### src/rtl/so_arb_pkg.sv
// -----------------------------------------------------------------------------
// so_arb_pkg
// Shared types and helpers for the serializer round-robin scheduler.
//   so_state_e   : scheduler FSM states (IDLE, LOAD, SHIFT, PAR, DONE)
//   SO_WIDTH_DEF : default serial word width
//   SO_NREQ_DEF  : default number of requesters
//   clog2_min1() : ceil(log2(value)), never less than 1 (safe port width)
//   even_parity(): even parity bit of a word (zero-extended to 64 bits)
// -----------------------------------------------------------------------------
package so_arb_pkg;

  localparam int SO_WIDTH_DEF = 16;
  localparam int SO_NREQ_DEF  = 4;

  typedef enum logic [2:0] {
    ST_IDLE  = 3'd0,
    ST_LOAD  = 3'd1,
    ST_SHIFT = 3'd2,
    ST_PAR   = 3'd3,
    ST_DONE  = 3'd4
  } so_state_e;

  function automatic int clog2_min1(input int value);
    int w;
    w = 1;
    for (int i = 1; i < 31; i++) begin
      if ((1 << i) < value) begin
        w = i + 1;
      end
    end
    return w;
  endfunction

  // Parity bit that makes the total number of ones (word + bit) even.
  function automatic logic even_parity(input logic [63:0] word);
    return ^word;
  endfunction

endpackage

### src/rtl/so_arbiter_rr_arb.sv
// -----------------------------------------------------------------------------
// rr_arb
// Combinational round-robin pick: the first asserted request at or after the
// pointer, wrapping from N_REQ-1 back to 0.
// Ports:
//   req_i     [N_REQ]  request levels
//   ptr_i     [IDX_W]  highest-priority requester index (0..N_REQ-1)
//   gnt_oh_o  [N_REQ]  one-hot pick (all zero when no request)
//   gnt_idx_o [IDX_W]  index of the pick (0 when no request)
//   any_o              at least one request present
// -----------------------------------------------------------------------------
module rr_arb
  import so_arb_pkg::*;
#(
  parameter int N_REQ = SO_NREQ_DEF,
  parameter int IDX_W = clog2_min1(N_REQ)
) (
  input  logic [N_REQ-1:0] req_i,
  input  logic [IDX_W-1:0] ptr_i,
  output logic [N_REQ-1:0] gnt_oh_o,
  output logic [IDX_W-1:0] gnt_idx_o,
  output logic             any_o
);

  // One extra bit so ptr + offset cannot overflow before the wrap correction.
  logic [IDX_W:0] cand_s;
  logic [IDX_W:0] sum_s;

  // Scan requesters in rotation order starting at the pointer; first hit wins.
  always_comb begin
    gnt_oh_o  = '0;
    gnt_idx_o = '0;
    any_o     = 1'b0;
    cand_s    = '0;
    sum_s     = '0;
    for (int k = 0; k < N_REQ; k++) begin
      sum_s  = {1'b0, ptr_i} + (IDX_W + 1)'(k);
      cand_s = (sum_s >= (IDX_W + 1)'(N_REQ)) ? (sum_s - (IDX_W + 1)'(N_REQ)) : sum_s;
      if (!any_o && req_i[cand_s[IDX_W-1:0]]) begin
        any_o                        = 1'b1;
        gnt_idx_o                    = cand_s[IDX_W-1:0];
        gnt_oh_o[cand_s[IDX_W-1:0]]  = 1'b1;
      end else begin
        any_o = any_o;
      end
    end
  end

endmodule

### src/rtl/so_arbiter.sv
// -----------------------------------------------------------------------------
// so_arbiter
// Round-robin scheduler sharing one parallel-in/serial-out serializer among
// N_REQ requesters. A granted word is loaded with a one-cycle so_start pulse,
// the WIDTH-cycle shift window is timed, then the requester gets a one-cycle ack.
// Frame: LOAD(1) + SHIFT(WIDTH) + [PAR(1)] + DONE(1), then at least one IDLE.
// Optional build macro: SO_ARB_PARITY_EN adds a PAR cycle carrying the even
// parity of the word on par_bit; ack moves one cycle later.
// Ports:
//   clk, rst_n              rising-edge clock, async active-low reset
//   req      [N_REQ]        level requests (word held until ack)
//   din_flat [N_REQ*WIDTH]  requester words, requester i at [i*WIDTH +: WIDTH]
//   ack      [N_REQ]        one-cycle pulse when requester i's frame is out
//   busy                    high from LOAD through DONE
//   grant_id                requester being served (valid while busy)
//   so_start                serializer load pulse
//   so_din   [WIDTH]        serializer word, held for the whole frame
//   frame_valid             high during the WIDTH shift cycles
//   bit_cnt                 bit index in frame, 0 = MSB
//   par_bit                 parity cycle output (SO_ARB_PARITY_EN only)
// -----------------------------------------------------------------------------
module so_arbiter
  import so_arb_pkg::*;
#(
  parameter int N_REQ = SO_NREQ_DEF,
  parameter int WIDTH = SO_WIDTH_DEF
) (
  input  logic                          clk,
  input  logic                          rst_n,
  input  logic [N_REQ-1:0]              req,
  input  logic [N_REQ*WIDTH-1:0]        din_flat,
  output logic [N_REQ-1:0]              ack,
  output logic                          busy,
  output logic [clog2_min1(N_REQ)-1:0]  grant_id,
  output logic                          so_start,
  output logic [WIDTH-1:0]              so_din,
  output logic                          frame_valid,
  output logic [clog2_min1(WIDTH)-1:0]  bit_cnt
`ifdef SO_ARB_PARITY_EN
  ,
  output logic                          par_bit
`endif
);

  localparam int IDX_W = clog2_min1(N_REQ);
  localparam int CNT_W = clog2_min1(WIDTH);
  localparam logic [CNT_W-1:0] LAST_BIT = CNT_W'(WIDTH - 1);
  localparam logic [IDX_W-1:0] LAST_REQ = IDX_W'(N_REQ - 1);

  so_state_e          state_q;
  logic [IDX_W-1:0]   ptr_q;
  logic [IDX_W-1:0]   grant_q;
  logic [N_REQ-1:0]   gnt_oh_q;
  logic [N_REQ-1:0]   ack_q;
  logic               busy_q;
  logic               start_q;
  logic [WIDTH-1:0]   din_q;
  logic               fv_q;
  logic [CNT_W-1:0]   cnt_q;
`ifdef SO_ARB_PARITY_EN
  logic               par_calc_q;
  logic               par_out_q;
`endif

  logic [N_REQ-1:0]   pick_oh_s;
  logic [IDX_W-1:0]   pick_idx_s;
  logic               pick_any_s;

  rr_arb #(
    .N_REQ (N_REQ),
    .IDX_W (IDX_W)
  ) u_rr_arb (
    .req_i     (req),
    .ptr_i     (ptr_q),
    .gnt_oh_o  (pick_oh_s),
    .gnt_idx_o (pick_idx_s),
    .any_o     (pick_any_s)
  );

  // Scheduler FSM; every output is a register updated on the state transition
  // so it is valid for the whole cycle of the state it belongs to.
  always_ff @(posedge clk or negedge rst_n) begin
    if (!rst_n) begin
      state_q    <= ST_IDLE;
      ptr_q      <= '0;
      grant_q    <= '0;
      gnt_oh_q   <= '0;
      ack_q      <= '0;
      busy_q     <= 1'b0;
      start_q    <= 1'b0;
      din_q      <= '0;
      fv_q       <= 1'b0;
      cnt_q      <= '0;
`ifdef SO_ARB_PARITY_EN
      par_calc_q <= 1'b0;
      par_out_q  <= 1'b0;
`endif
    end else begin
      // Single-cycle pulses default low.
      start_q <= 1'b0;
      ack_q   <= '0;
      case (state_q)
        ST_IDLE: begin
          if (pick_any_s) begin
            state_q  <= ST_LOAD;
            grant_q  <= pick_idx_s;
            gnt_oh_q <= pick_oh_s;
            din_q    <= din_flat[int'(pick_idx_s) * WIDTH +: WIDTH];
            busy_q   <= 1'b1;
            start_q  <= 1'b1;
          end else begin
            state_q  <= ST_IDLE;
          end
        end
        ST_LOAD: begin
          state_q <= ST_SHIFT;
          fv_q    <= 1'b1;
          cnt_q   <= '0;
`ifdef SO_ARB_PARITY_EN
          par_calc_q <= even_parity(64'(din_q));
`endif
        end
        ST_SHIFT: begin
          if (cnt_q == LAST_BIT) begin
            fv_q  <= 1'b0;
            cnt_q <= '0;
`ifdef SO_ARB_PARITY_EN
            state_q   <= ST_PAR;
            par_out_q <= par_calc_q;
`else
            state_q   <= ST_DONE;
            ack_q     <= gnt_oh_q;
`endif
          end else begin
            cnt_q <= cnt_q + CNT_W'(1);
          end
        end
`ifdef SO_ARB_PARITY_EN
        ST_PAR: begin
          state_q   <= ST_DONE;
          par_out_q <= 1'b0;
          ack_q     <= gnt_oh_q;
        end
`endif
        ST_DONE: begin
          // Served requester drops to lowest priority for the next pick.
          state_q  <= ST_IDLE;
          ptr_q    <= (grant_q == LAST_REQ) ? '0 : (grant_q + IDX_W'(1));
          busy_q   <= 1'b0;
          grant_q  <= '0;
          gnt_oh_q <= '0;
          din_q    <= '0;
        end
        default: begin
          state_q  <= ST_IDLE;
          busy_q   <= 1'b0;
          fv_q     <= 1'b0;
          cnt_q    <= '0;
          grant_q  <= '0;
          gnt_oh_q <= '0;
          din_q    <= '0;
        end
      endcase
    end
  end

  assign ack         = ack_q;
  assign busy        = busy_q;
  assign grant_id    = grant_q;
  assign so_start    = start_q;
  assign so_din      = din_q;
  assign frame_valid = fv_q;
  assign bit_cnt     = cnt_q;
`ifdef SO_ARB_PARITY_EN
  assign par_bit     = par_out_q;
`endif

endmodule

### config.mk
export PLATFORM = sky130hd
export DESIGN_NAME = so_arbiter
export DESIGN_NICKNAME = d
export VERILOG_FILES = /design/src/rtl/so_arb_pkg.sv /design/src/rtl/so_arbiter_rr_arb.sv /design/src/rtl/so_arbiter.sv
export SDC_FILE = /design/constraint.sdc
export NUM_CORES = 1
export LEC_CHECK = 0
export ABC_AREA = 1
export BUFFER_PORTS_ARGS = -buffer_cell sky130_fd_sc_hd__buf_2
export CAP_MARGIN = 30
export CORE_ASPECT_RATIO = 1.75
export CORE_MARGIN = 4
export CORE_UTILIZATION = 25
export DETAILED_ROUTE_END_ITERATION = 8
export GPL_ROUTABILITY_DRIVEN = 0
export GPL_TIMING_DRIVEN = 1
export PLACE_DENSITY_LB_ADDON = 0.08
export SETUP_SLACK_MARGIN = 0.4
export SLEW_MARGIN = 15
export SYNTH_ARGS = -nofsm -noshare
export SYNTH_HDL_FRONTEND = slang
export SYNTH_SLANG_ARGS = --single-unit
### constraint.sdc
create_clock -name clk -period 2.23 [get_ports clk]
set_input_delay 0 -clock clk [delete_from_list [all_inputs] [get_ports clk]]
set_output_delay 0 -clock clk [all_outputs]
set_load 0.1 [all_outputs]
Word-level counts from Yosys, hierarchy flattened. Index checks and enable logic that the tools add are counted. Widths: inputs -> output; s select.

Bits in registers: 38. Input bits: 70.

Equal/unequal tests: 7. Bitwise gates (word level): 5. Order comparisons: 12. Mux-type cells: 52. Add/sub/neg operators: 9. Shift operators: 1. Reduce and logical (&&, ||, !) cells: 15.

Operators with widths (number): $shiftx 64x7->16 (1); $mux 4 (8); $pmux 16 s2 (1); $mux 2 (10); $mux 1 (17); $mux 16 (1); $pmux 4 s2 (2); $lt 2x3->1 const B (4); $or 4x4->4 (3); $ge 3x3->1 const B (3); $pmux 3 s3 (1); $bmux 1 s2 (4); $demux 1 s2 (4); $ge 2x1->1 const B (4); $sub 2x1->2 const B (4); $logic_and 1x1->1 (7); $add 2x2->3 const B (2); $add 4x1->4 const B (1); $eq 4x4->1 const B (1); $ne 2x2->1 const B (2); $pmux 2 s2 (1); $reduce_and 2->1 (2); $reduce_or 2->1 (2); $add 2x1->3 const B (1); other kinds (12) (15).

Logic depth before layout (Yosys ltp). Gate-level depths: netlist of run 1.

Depth after elaboration: 17. Depth in mapped cells: 15. Depth with buffers taken out: 14.

Modules after synthesis. From an unflattened synthesis of run 1, not the netlist that was laid out.

Cells, all modules: 351. Area total of the unflattened synthesis: 2467.4 sq um.

Modules (own cells, without submodules): so_arbiter (instances 1, area an instance 2026.9 sq um, cells each 277); rr_arb (instances 1, area an instance 440.4 sq um, cells each 74).

Worst setup path before layout of run 1. Ideal clock, no wire load.

Path type: reg2reg. Start: register ptr_q[0]. End: register din_q[10] (netlist: so_din[10]). Arrival: 2.123 ns. Setup time: 0.120 ns. Data required time: 2.110 ns. Buffers on the path: 1. Path slack: -0.013 ns. Cell stages (with the launch flop): 12. Clock period less this slack: 2.243 ns. Cell sequence: dfrtp_1 > inv_2 > ha_1 > inv_1 > nand3_1 > nand2_1 > nand4_1 > nand2_2 > clkinv_1 > buf_2 > nand3_1 > nand2_1.

Longest elaborated chain between the ends: 17. Elaborated cells between the ends (all ways): 42. Classes of those cells: add/sub: 7; order compare: 4; eq/ne: 1; shift: 1; mux: 22; reduce/logical: 7.

Ends and longest elaborated chain: start, declared (RTL line so_arbiter.sv:51) `logic [IDX_W-1:0] ptr_q;`; start signal, assigned (RTL line so_arbiter.sv:148) `ptr_q <= (grant_q == LAST_REQ) ? '0 : (grant_q + IDX_W'(1));`; branches (longest 17 deep; another with $add 2x1->3); end signal, assigned (RTL line so_arbiter.sv:108) `din_q <= din_flat[int'(pick_idx_s) * WIDTH +: WIDTH];`; end, declared (RTL line so_arbiter.sv:57) `logic [WIDTH-1:0] din_q;`.

Several ways; the timed one is not identified. The select of a mux whose other input is x is not followed. A chain may end at the register's enable or synchronous reset.

Worst setup path in the final report of run 1.
Start: register ptr_q[0]. End: register din_q[13] (netlist: so_din[13]).

Same word-level chain as after synthesis.

==> results of run 1 <==
registers in the layout, summed over array words and instances, names as in the netlist:
signal       cells
so_start         1
so_din          16
gnt_oh_q         4
ptr_q            2
busy             1
bit_cnt          4
frame_valid      1
ack              4
state_q          3
grant_id         2
Yosys cell counts, types with 4 or more instances:
cell type  instances  share of area [%]
nand2_1           87                 13
nand3_1           81                 16
dfrtp_1           38                 38
inv_1             23                3.5
nand3_2           12                4.8
nor2_1            12                1.8
ha_1              10                5.0
o21ai_0            9                1.8
a21oi_1            8                1.6
buf_2              8                1.6
nand2_2            8                2.0
o22ai_1            5                1.3
a22oi_1            4                1.2
buf_4              4                1.2
cell families after synthesis:
logic type	Yosys count	share of synthesized area (%)
simple gates	208	41.3
flops	38	38.2
fa+ha+maj	10	5.03
buf+inv	42	7.85
compound gates	30	7.60
worst max-delay path: cells and delay by family (launching register included):
kind / cells / cell delay, ns
compound gates: 1 / 0.17
fa+ha+maj: 1 / 0.31
buf+inv: 5 / 0.55
flops: 1 / 0.39
simple gates: 7 / 0.50
final timing paths:
kind                                           to  slack, ns  cells past startpoint
setup / recovery           so_din[13]$_DFFE_PN0P_       0.19                     14
hold / removal             so_din[14]$_DFFE_PN0P_       0.03                      5
setup reg to reg           so_din[13]$_DFFE_PN0P_       0.19                     14
hold reg to reg                  busy$_DFFE_PN0P_       0.47                      2
max in group asynchronous  so_din[14]$_DFFE_PN0P_       1.31                      3
min in group asynchronous    ptr_q[0]$_DFFE_PN0P_       0.32                      2
per-stage QoR:
stage / std cells / area (um2)
2_1_floorplan: 328 / 2530
4_1_cts: 580 / 3870
3_3_place_gp: 547 / 3220
5_1_grt: 583 / 4090
6_report: 583 / 4090
3_5_place_dp: 547 / 3220
layer usage:
layer	part of all wire (%)	track usage, %
met1	35	16.2
met5	0	0
met4	3.9	8.18
met3	5.5	3.47
met2	56	31.4
layout make-up:
class / count / area (um2)
clock buffers: 6 / 139
clock inverters: 1 / 30.0
well taps: 122 / 153
repair buffers: 139 / 1000
multi-input cells: 248 / 1660
fillers: 983 / 5490
repair inverters: 1 / 16.3
inverters: 28 / 138
flip-flops and latches: 38 / 953
placed cells by master (no fill, tap or decap), types with 8 or more instances in the layout:
master,count
buf_2,98
buf_4,24
buf_12,8
inv_1,21
nor2_1,12
dfrtp_1,36
o21ai_0,8
nand2_1,62
nand3_1,45
nand2_2,29
a21oi_1,8
nand3_2,44
ha_1,9
repair_timing:
item | 4_1_cts | 5_1_grt
gates resized for setup | 35 | 51
setup buffers | 20 | 3
hold endpoints to repair | 30 | 0
hold buffers | 1 | 0
cloned | 5 | 0
endpoints found under the setup margin | 19 | 25
pin swaps | 16 | 22
==> key figures, run 1 <==
Status
  – Status: complete, no violations

Timing
  – Worst Tran Pin Value: 0.746 ns
  – Max-slew violations: 0
  – Tcrit/Tclk final: 91.4%
  – Fin Hold WS: 0.0313 ns
  – Worst setup margin: 0.191 ns
  – Final Hold Fails: 0
  – Min Tclk post-route: 2.04 ns
  – Fmax achieved: 490 MHz
  – Worst Skew: 0.00803 ns
  – Setup TNS: 0 ns
  – RSZ-0062 raised after global routing: true
  – Final setup viols: 0
  – Slew HR: 50.3%

Worst setup path
  – Data required, critical path: 2.41 ns
  – Reg2reg start: ptr_q[0]$_DFFE_PN0P_
  – Largest stage delay on the critical path: 0.39 ns
  – Crit-path slowest cell: dfrtp_2
  – Critical Path End Type: flip-flop
  – Critical-path cell list: clkinv_4, ha_4, inv_4, nand3_4, nand2_4, buf_4, nand3_2, nand2_2, o21ai_4, buf_12, buf_8, nand3_1, nand3_2, nand2_1
  – CP max FO: 7
  – Worst Setup SP: ptr_q[0]$_DFFE_PN0P_
  – Setup CP Type: flip-flop to flip-flop
  – CP startpoint kind: flip-flop
  – Critical path data arrival time: 2.22 ns
  – Most frequent CP cell: nand3_2

Synthesis
  – Syn Std Cell Area: 0.00249 mm2
  – Synth warn: 0
  – Syn nets: 408
  – Post-Syn Instances: 328
  – EDFF count, synth: 0
  – Post-synth top flop: dfrtp_1
  – Post-synthesis cell type count: 30
  – Avg Cell Area, Syn: 7.58 um2
  – Ys async rst share: 100%
  – Register bit total from synthesis: 38
  – Post-synthesis sequential area ratio: 38.2%

Final layout
  – Layout cells sized above 1: 52.9%
  – Final #Nets: 541
  – Area grow syn2layout: 64.6%
  – Number of diodes: 0
  – Fin util: 42.7%

Detailed routing
  – DRT Wirelength: 9240 um
  – Vias per cell: 4.69
  – Post-route ant nets: 0
  – Via Count: 2736
  – DR DRC count: 0
  – Avg WL per Cell: 15.9 um
  – DRT iter0 DRCs: 102
  – 1st-pass router iterations: 4

Clocking
  – Clk buf depth: 2
  – Clock buffer count from CTS: 5
  – Clock H-tree levels: 2
  – CTS sink cnt: 38
  – Worst skew pair latency: 0.28 ns
  – CTS tree: done
  – Worst-path clk slew: 0.06 ns
  – Root cell of the clock tree: clkbuf_16

Place
  – Buffers on Ports: 98
  – Placement Setup Slack: 0.0655 ns
  – Post-detail-place hpwl: 6720 um

Min path
  – Min-delay src: din_flat[46]
  – Worst hold path type: primary input to flip-flop

GRT
  – GRT Total Usage: 16.4%
  – Number of global-route vias before repair: 2905
  – First-pass GRT wire length: 14900 um
  – GR Overflow Total: 0
  – Pin count of the biggest net entering global routing: 33
  – Initial antenna violation count: 0

Floorplan
  – Die X: 83.4 um
  – Area of the die: 0.0117 mm2
  – Height of the die: 140 um
  – Num rows: 47
  – Top Ports: 99
  – Core ar.: 0.00959 mm2
  – Initial Utilization: 25.9%

Flow run
  – Maxcap violations: 0
Power of run 1 is left out: the tool's default activity adds up to more than one toggle a clock period on the data nets, which glitch-free logic cannot reach.
==> inputs of run 2 (changes only) <==
Settings changed: CORE_UTILIZATION 25 to 44.
==> run 2 against run 1 <==
Against the previous run:
- clock skew grew 0.00059 ns
- routed wire length shrank 14%
- cell count shrank 9.6%
- core utilization grew 25 points
- sequential share of layout area grew 2.2 points
- critical path depth is the same
- clock-buffer cell count shrank 1
- global-route usage grew 5.6 points
==> key figures, run 2 (synthesis gave the netlist of run 1 again) <==
Status
  – Status: complete, no violations

Final layout
  – Commonest non-fill, non-tap cell in the layout: buf_2
  – Seq. cell area: 953 um2
  – Most frequent cells in the layout: buf_2 (98), nand2_1 (84), nand3_1 (52)
  – Final instance area: 0.00374 mm2
  – Filler cells: 499
  – Layout cells sized above 1: 45.5%
  – Final #Nets: 530
  – Area grow syn2layout: 50.4%
  – Multi-input gate area: 0.00156 mm2
  – Max reg flops: 16
  – Number of diodes: 0

Detailed routing
  – DRT iter0 DRCs: 78
  – Vias per cell: 5.28
  – Avg WL per Cell: 15.1 um
  – DRT Wirelength: 7960 um
  – Via Count: 2780
  – DR DRC count: 0
  – 1st-pass router iterations: 5
  – Post-route ant nets: 0

Clocking
  – Clock H-tree levels: 2
  – Clock buffer count from CTS: 5
  – Worst skew pair latency: 0.30 ns
  – CTS sink cnt: 38
  – Root cell of the clock tree: clkbuf_8
  – Worst-path clk slew: 0.08 ns
  – CTS tree: done
  – Clk buf depth: 2

Timing
  – Final setup viols: 0
  – Slew HR: 66.7%
  – Setup TNS: 0 ns
  – Worst Skew: 0.00862 ns
  – Tcrit/Tclk final: 91.4%
  – Min Tclk post-route: 2.04 ns
  – Final Hold Fails: 0
  – Fmax achieved: 491 MHz
  – Max-slew violations: 0
  – RSZ-0062 raised after global routing: true
  – Worst Tran Pin Value: 0.503 ns

Worst setup path
  – Crit-path slowest cell: dfrtp_2
  – Critical path data arrival time: 2.24 ns
  – Critical Path End Type: flip-flop
  – Setup CP Type: flip-flop to flip-flop
  – Data required, critical path: 2.44 ns
  – Most frequent CP cell: buf_12
  – CP max FO: 8
  – Largest stage delay on the critical path: 0.40 ns
  – Critical-path cell list: clkinv_4, ha_4, inv_4, nand3_1, nand2_2, buf_12, nor2_8, nand2_4, o21ai_4, buf_12, buf_12, nand3_2, nand3_2, nand2_1
  – CP bufs+invs: 5
  – CP startpoint kind: flip-flop
  – Delay-heaviest family, CP: simple AND/OR/NAND/NOR gates

GRT
  – Number of global-route vias before repair: 2641
  – GR Overflow Total: 0
  – Pin count of the biggest net entering global routing: 39
  – GRT Total Usage: 22.0%
  – Initial antenna violation count: 0
  – First-pass GRT wire length: 12000 um

Place
  – Placed Area: 0.00314 mm2
  – Post-detail-place hpwl: 5320 um
  – Buffers on Ports: 98

Flow run
  – Maxcap violations: 0

Floorplan
  – Core ar.: 0.00554 mm2
  – Top Ports: 99
  – Die X: 64.8 um
  – Height of the die: 107 um
  – Num rows: 36
  – Area of the die: 0.00696 mm2
  – Initial Utilization: 44.9%

Min path
  – Worst hold path type: primary input to flip-flop
run 2: cell types whose count changed in the layout (fill, tap and decap cells not counted), sizes merged:
cell      delta
inv          +1
buf         -12
clkinv       -2
clkinvlp     +2
clkbuf       +1
run 2: worst paths after layout:
check	start	to	slack [ns]	cells past startpoint
min in group asynchronous	rst_n	so_din[7]$_DFFE_PN0P_	0.12	2
max	ptr_q[0]$_DFFE_PN0P_	so_din[10]$_DFFE_PN0P_	0.19	14
min reg2reg	so_din[5]$_DFFE_PN0P_	so_din[5]$_DFFE_PN0P_	0.48	2
min	din_flat[39]	so_din[7]$_DFFE_PN0P_	0.01	5
max in group asynchronous	rst_n	ack[1]$_DFF_PN0_	1.67	3
max reg2reg	ptr_q[0]$_DFFE_PN0P_	so_din[10]$_DFFE_PN0P_	0.19	14
run 2: layout make-up:
type	instances	share of cell area, %
sequential	38	25.5
timing repair buffer	129	23.7
tap	76	2.54
clock buffer	5	1.84
inverter	28	3.48
multi-input combinational	248	41.7
clock inverter	3	1.20
run 2: timing repair:
action	in CTS	in global routing
resized for setup	10	45
endpoints found under the setup margin	22	24
cloned	1	2
pin swaps	6	35
setup buffers	7	9
hold buffers	1	0
hold endpoints to repair	38	0
run 2: routing by layer:
layer	vias up	share of wire, %	global-route usage (%)
li1	1338	-	-
met1	1318	34	22.8
met2	99	57	41.8
met3	25	5.2	4.18
met4	0	3.7	8.77
met5	-	0	0
run 2: stage by stage:
stage / util (%) / instances / hold slack, ns / worst slack, ns
after floorplan: - / 328 / -0.296 / 0.259
after global placement: 56.6 / 498 / 0.168 / 0.122
after detailed placement: 56.6 / 498 / 0.170 / 0.0796
after CTS: 61.2 / 515 / 0.00206 / 0.237
after global routing: 67.5 / 527 / 0.0270 / 0.0875
final: 67.5 / 527 / 0.0136 / 0.192
run 2: worst reg2reg max path, cell delays in order, from the launching register on:
cell,delay (ns)
dfrtp_2,0.40
clkinv_4,0.08
ha_4,0.32
inv_4,0.05
nand3_1,0.09
nand2_2,0.10
buf_12,0.15
nor2_8,0.12
nand2_4,0.07
o21ai_4,0.07
buf_12,0.15
buf_12,0.13
nand3_2,0.09
nand3_2,0.08
nand2_1,0.05
Power of run 2 is left out for the same reason.
